==> src/rtl/fetch_queue.sv <==
// Sequential instruction fetch with a circular prefetch queue, branch redirect and halt detection.
// Optional FETCH_BYPASS_EN: an empty queue forwards the freshly fetched word straight to decode.
module fetch_queue #(
    parameter int                ADDR_W   = 32,
    parameter int                INST_W   = 32,
    parameter int                IMEM_AW  = 12,
    parameter int                QDEPTH   = 4,
    parameter logic [ADDR_W-1:0] RESET_PC = '0,
    parameter logic [3:0]        HALT_OPC = 4'hF
) (
    input  logic               clk,
    input  logic               reset_n,
    output logic [IMEM_AW-1:0] imem_addr,
    input  logic [INST_W-1:0]  imem_rdata,
    input  logic               redir_valid,
    input  logic [ADDR_W-1:0]  redir_addr,
    output logic               out_valid,
    input  logic               out_ready,
    output logic [INST_W-1:0]  out_inst,
    output logic [ADDR_W-1:0]  out_pc,
    output logic               over,
    output logic               done
);
    localparam int PW = $clog2(QDEPTH);
    localparam int CW = PW + 1;

    logic [ADDR_W-1:0] pc;
    logic [PW-1:0]     rd_ptr;
    logic [PW-1:0]     wr_ptr;
    logic [CW-1:0]     count;
    logic [CW-1:0]     count_next;

    logic [INST_W-1:0] inst_q [QDEPTH];
    logic [ADDR_W-1:0] pc_q   [QDEPTH];

    logic halt_word;
    logic q_pop;
    logic can_fetch;
    logic fetch;
    logic bypass;
    logic push;
    logic unused_bits;

    assign unused_bits = ^redir_addr[1:0];

    assign imem_addr = pc[IMEM_AW+1:2];
    assign halt_word = imem_rdata[INST_W-1 -: 4] == HALT_OPC;
    assign q_pop     = (count != '0) && out_ready;
    assign can_fetch = !over && ((count < CW'(QDEPTH)) || q_pop);
    assign fetch     = can_fetch && !halt_word;

`ifdef FETCH_BYPASS_EN
    assign bypass = (count == '0) && fetch && !redir_valid;
`else
    assign bypass = 1'b0;
`endif

    // A bypassed word that decode takes immediately never occupies a queue slot.
    assign push = fetch && !(bypass && out_ready);

    assign out_valid = (count != '0) || bypass;
    assign out_inst  = bypass ? imem_rdata : inst_q[rd_ptr];
    assign out_pc    = bypass ? pc : pc_q[rd_ptr];
    assign done      = over && (count == '0);

    always_comb begin
        count_next = count;
        case ({push, q_pop})
            2'b10:   count_next = count + CW'(1);
            2'b01:   count_next = count - CW'(1);
            default: count_next = count;
        endcase
    end

    always_ff @(posedge clk or negedge reset_n) begin
        if (!reset_n) begin
            pc     <= RESET_PC;
            rd_ptr <= '0;
            wr_ptr <= '0;
            count  <= '0;
            over   <= 1'b0;
        end else if (redir_valid) begin
            pc     <= {redir_addr[ADDR_W-1:2], 2'b00};
            rd_ptr <= '0;
            wr_ptr <= '0;
            count  <= '0;
            over   <= 1'b0;
        end else begin
            if (can_fetch && halt_word) begin
                over <= 1'b1;
            end
            if (fetch) begin
                pc <= pc + ADDR_W'(4);
            end
            if (push) begin
                wr_ptr <= wr_ptr + PW'(1);
            end
            if (q_pop) begin
                rd_ptr <= rd_ptr + PW'(1);
            end
            count <= count_next;
        end
    end

    // Storage is deliberately not reset; count alone decides what is valid.
    always_ff @(posedge clk) begin
        if (push && !redir_valid) begin
            inst_q[wr_ptr] <= imem_rdata;
            pc_q[wr_ptr]   <= pc;
        end
    end
endmodule

==> config.mk <==
export PLATFORM = sky130hd
export DESIGN_NAME = fetch_queue
export DESIGN_NICKNAME = d
export VERILOG_FILES = /design/src/rtl/fetch_queue.sv
export SDC_FILE = /design/constraint.sdc
export NUM_CORES = 1
export LEC_CHECK = 0
export ABC_CLOCK_PERIOD_IN_PS = 3950
export BUFFER_PORTS_ARGS = -buffer_cell sky130_fd_sc_hd__buf_2
export CAP_MARGIN = 15
export CORE_UTILIZATION = 57
export DETAILED_ROUTE_END_ITERATION = 6
export PLACE_DENSITY = 0.89
export SYNTH_ARGS = -nofsm -noshare
export SYNTH_HDL_FRONTEND = slang
export SYNTH_SLANG_ARGS = --single-unit
export TNS_END_PERCENT = 30
==> constraint.sdc <==
create_clock -name clk -period 3.95 [get_ports clk]
set_input_delay 0.79 -clock clk [delete_from_list [all_inputs] [get_ports clk]]
set_output_delay 0.79 -clock clk [all_outputs]
set_load 0.02 [all_outputs]
=== Word-level counts from Yosys, hierarchy flattened ===
Memories as Yosys holds them, arrays and structs flattened.
Cells that the tools add are included.

* $add $sub $neg: 5
* Multiply operators: 0
* Div/mod/pow operators: 0
* Magnitude comparators: 1
* Equality and inequality tests: 3
* Shift-type cells: 0
* Multiplexer cells: 12
* Bitwise logic cells: 0
* Reduce and logical (&&, ||, !) cells: 16

{| class="wikitable"
|+ Operators with widths
! kind !! count
|-
| 32-bit 2-to-1 mux || 2
|-
| 32-bit by 3-bit adder with 32-bit output, second input constant || 1
|-
| 2-bit 2-to-1 mux || 4
|-
| 1-bit logical AND || 6
|-
| 3-bit one-hot mux with 2 select lines || 1
|-
| 2-bit nonzero test || 3
|-
| 3-bit nonzero test || 2
|-
| 2-bit by 1-bit adder with 2-bit output, second input constant || 2
|-
| 4-bit equality test, second input constant || 1
|-
| 1-bit 2-to-1 mux || 4
|-
| 3-bit by 1-bit adder with 3-bit output, second input constant || 1
|-
| 1-bit logical NOT || 3
|-
| 3-bit logical NOT || 1
|-
| 3-bit less-than comparator, second input constant || 1
|-
| 3-bit 2-to-1 mux || 1
|-
| 3-bit by 1-bit subtractor with 3-bit output, second input constant || 1
|-
| 2-bit by 1-bit equality test with 1-bit output, second input constant || 1
|-
| 2-bit equality test, second input constant || 1
|-
| 1-bit logical OR || 1
|}

* Flip-flop bits (word level): 40
* Latch bits: 0
* Bits in writable memories: 256
* Bits in read-only memories: 0
* Input bits: 68
* Output and inout bits: 79
* Memories: 2

{| class="wikitable"
|+ Memory list
! name !! words !! width !! read ports !! clocked after memory_dff !! write ports !! line !! text
|-
| inst_q || 4 || 32 || 1 || 0 || 1 || 33 || <nowiki>logic [INST_W-1:0] inst_q [QDEPTH];</nowiki>
|-
| pc_q || 4 || 32 || 1 || 0 || 1 || 34 || <nowiki>logic [ADDR_W-1:0] pc_q [QDEPTH];</nowiki>
|}

=== Logic depth before layout (Yosys ltp) ===
* Depth after elaboration: 8
* Mapped depth: 9
* Depth with buffers taken out: 8

=== Least setup slack after synthesis ===
Ideal clock, no wire load.

* Kind: in2reg
* From: input port imem_rdata[30]
* To: memory inst_q[0][0] (enable)
* Setup time: 0.427 ns
* Arrival time: 3.217 ns
* Path slack: 0.306 ns
* Stages on the path: 4
* Path buffers: 1
* Cell sequence: and4_1 > nor3_1 > clkbuf_1 > and3_1

* Longest elaborated chain between the ends: 6

{| class="wikitable"
|+ RTL lines
! item !! line !! text
|-
| start, declared || 14 || <nowiki>input logic [INST_W-1:0] imem_rdata,</nowiki>
|-
| 4-bit equality test || 47 || <nowiki>assign halt_word = imem_rdata[INST_W-1 -: 4] == HALT_OPC;</nowiki>
|-
| 1-bit logical NOT || 50 || <nowiki>assign fetch = can_fetch && !halt_word;</nowiki>
|-
| 1-bit logical AND || 50 ||
|-
| 1-bit logical AND || 107 || <nowiki>if (push && !redir_valid) begin</nowiki>
|-
| 1-bit 2-to-1 mux || 107 ||
|-
| 1-bit 2-to-1 mux (not written as such) || 108 || <nowiki>inst_q[wr_ptr] <= imem_rdata;</nowiki>
|-
| end, declared || 33 ||
|}

No other way between the ends.

=== Worst setup path in the final report ===
* From: register rd_ptr[0]
* To: output port out_inst[26]

* Longest elaborated chain between the ends: 1

{| class="wikitable"
|+ RTL lines
! item !! line !! text
|-
| start, declared || 28 || <nowiki>logic [PW-1:0] rd_ptr;</nowiki>
|-
| start signal, assigned || 99 || <nowiki>rd_ptr <= rd_ptr + PW'(1);</nowiki>
|-
| memory 4 x 32 bit || - ||
|-
| end, declared || 19 || <nowiki>output logic [INST_W-1:0] out_inst,</nowiki>
|}

No other way between the ends.

==> flow_summary.toml <==
[status]
status = "finished, final reports clean"

[clocking]
cts_sinks = 286
cts-htree-levels = 1
cts_buffer_depth = 3
cts_inserted_buffers = 28
cts_resized = 0
cts_setup_buffers = 0
insertion_delay_ps = 530
path_clk_slew_ps = 60
cts_hold_buffers = 0
cts_tree = "built"
root_buffer = "clkbuf_16"

[placed_design]
placed_cell_area_um2 = 12200
gp_congestion = 0.855
dp_slack_ps = 957
hpwl_um = 13600
port_buffers = 142

[pwr]
p_int_mw = 5.92
power_density_nw_per_um2 = 635
p_switching_mw = 2.38
combPwrFrac = 0.233
pwr-share-seq = 0.472
peakVddDrop_uv = 436
p_leak_nw = 4.59
switching_share = 0.287
clkPwrFrac = 0.295

[setup_path]
cp.arrival_ps = 2420
cpPeakStageDelay_ps = 730
crit_path_start_kind = "flop"
critPathRequiredTime_ps = 3160
worstSetupPathType = "flop to output pin"
worstPathCellList = "buf_4 > mux4_2 > buf_2"
crit_path_max_fanout = 23
slowest_stage = "dfrtp_4"
end_kind = "output pin"

[drt]
drtPass1Iterations = 5
drt-wirelength-per-cell_um = 21.4
drc_errors = 0
vias = 5870
via_per_inst = 5.84
ant_nets = 0
routed_wl_um = 21500
drt-initial-drc-count = 483

[synth]
netlist_area_um2 = 11200
syn_inst = 575
ys_ff_latch = 286
synth_area_leaders = "edfxtp_1 (67%), mux4_2 (12%), dfrtp_1 (8.5%), xor2_1 (1.8%), o21ai_0 (1.2%)"
yosysTopAreaCellShare = 0.666
ys_seq_area_frac = 0.751
yosysUniqueCellTypes = 36
avgSynthCellArea_um2 = 19.4
synth_top_area_cell = "edfxtp_1"
yosysWarnings = 0

[grt]
grtUsageTotal = 0.221
globalRouteMet1Util = 0.300
grt-busiest-layer = "met2"
overflow = 0
grt_pass1_vias = 6064
met2_usage = 0.367
use_met3 = 0.0431
grt_pass1_wl_um = 33200
antenna_found_initial = 0
grt_max_degree = 58

[sta]
period_share = 0.814
timing.final.ws_setup_ps = 737
setup_violations = 0
finalSetupTns_ps = 0
rsz0062_at_grt = "false"
period_minus_slack_ps = 3210
skew_ps = 12.1
max_slew.worst_pin.slew_ps = 881
slew_viol_final = 0
final_hold_viol_count = 0
timing.slew.headroom = 0.412
fmax_mhz = 311
hold_slack_ps = 383

[die]
core_um2 = 19000
start_util = 0.590
fp-row-count = 50
die-area_um2 = 20200
die_w_um = 142
ios = 147
die_y_um = 142

[cells_and_area]
areaGrowthSynthToFinish_pct = 16.9
fin_area_um2 = 13100
nets = 798
multiInputGateArea_um2 = 2580
antenna_cells = 0
drive_gt1_frac = 0.361
seq_area_um2 = 8400
n_fill_cell = 1188

[min_path]
hold_class = "input pin to asynchronous set/reset pin"

[run]
drv_cap = 0
==> per-stage QoR <==
step | std cells | utilization | power [mW]
detailed placement | 954 | 0.645 | 5.93
CTS | 1005 | 0.690 | 8.37
finish | 1005 | 0.690 | 8.30
global placement | 954 | 0.645 | 5.85
floorplan | 576 | - | 5.26
global route | 1005 | 0.690 | 8.62
==> layer usage <==
metal,vias up,part of all wire
li1,2575,-
met1,2987,0.40
met2,258,0.50
met3,50,0.076
met4,0,0.025
met5,-,0
==> sequential cells by signal, indices dropped and copies added (netlist names) <==
register,flops
inst_q,128
pc_q,120
pc,30
count,3
rd_ptr,2
wr_ptr,2
over,1
==> power by group through the flow <==
stage	clock (mW)	sequential [mW]	combinational (mW)
finish	2.44	3.92	1.94
global route	2.60	3.96	2.06
CTS	2.48	3.92	1.97
detailed placement	0	3.98	1.95
global placement	0	3.94	1.91
floorplan	0	3.87	1.40
==> logic make-up after synthesis <==
| logic type | count (synthesis) | synth area share |
|---|---|---|
| DFF | 286 | 0.751 |
| and+or+nand+nor | 104 | 0.0492 |
| muxes | 68 | 0.130 |
| buffers and inverters | 45 | 0.0208 |
| AOI/OAI and AO/OA | 33 | 0.0158 |
| xor gates and xnor gates | 32 | 0.0251 |
| adders and majority gates | 6 | 0.00738 |
| other | 1 | 0.000335 |
==> path summary, 6_finish.rpt <==
path                       depth (start not counted)           from      endpoint  slack, ps
max                                                3      rd_ptr[0]  out_inst[26]        740
min                                                1        reset_n      count[0]        380
max reg2reg                                        7       count[0]      count[2]       1460
min reg2reg                                        0         pc[14]   pc_q[1][14]        560
max in group asynchronous                          1        reset_n     rd_ptr[0]       2930
min in group clk                                   1  imem_rdata[7]  inst_q[1][7]        470
==> Yosys cell counts, drive strengths merged <==
| master | instances |
|---|---|
| xnor2 | 9 |
| mux2i | 4 |
| edfxtp | 248 |
| o21a | 1 |
| dfrtp | 38 |
| and3 | 10 |
| and4 | 3 |
| xor2 | 23 |
| buf | 25 |
| nor3 | 2 |
| nor4 | 2 |
| nand4 | 10 |
| or2 | 1 |
| clkbuf | 15 |
| and2 | 4 |
| ha | 5 |
| nor2b | 2 |
| nand2 | 35 |
| fa | 1 |
| o21ai | 27 |
| mux2 | 2 |
| nand3 | 16 |
| nor4b | 2 |
| mux4 | 62 |
| nor2 | 13 |
| o31ai | 2 |
| conb | 1 |
| inv | 5 |
| a31oi | 3 |
| or3 | 3 |
| or4 | 1 |
==> worst max-delay path, delay by kind of cell (launching register included) <==
kind,cells,cell delay (ps)
multiplexers,1,560
buffers and inverters,2,590
flip-flops,1,730
==> area by class of cell <==
| type | instances | share of cell area |
|---|---|---|
| Multi-Input combinational cell | 245 | 0.197 |
| Clock buffer | 40 | 0.0578 |
| Inverter | 5 | 0.00144 |
| Clock inverter | 11 | 0.00660 |
| Tap cell | 260 | 0.0249 |
| Sequential cell | 286 | 0.643 |
| Timing Repair Buffer | 158 | 0.0693 |
==> placed cells by master (no fill, tap or decap), types with 2 or more instances in the layout <==
master	n
and3_4	2
nor2_1	13
buf_4	10
mux4_2	62
nor2b_1	2
o31ai_1	2
conb_1	2
xor2_1	23
clkinv_2	2
edfxtp_1	248
and3_1	6
nand2_1	34
clkbuf_16	28
ha_1	5
buf_2	142
and3_2	2
clkinv_1	6
dfrtp_1	36
mux2_2	2
xnor2_1	9
and2_1	4
and4_1	3
mux2i_1	4
o21ai_0	27
inv_1	5
nor4b_2	2
nor3_1	2
or3_1	3
clkbuf_1	11
a31oi_1	3
nand4_1	10
nand3_1	15
buf_12	6
Note: power is estimated with default switching activity, not from simulation.
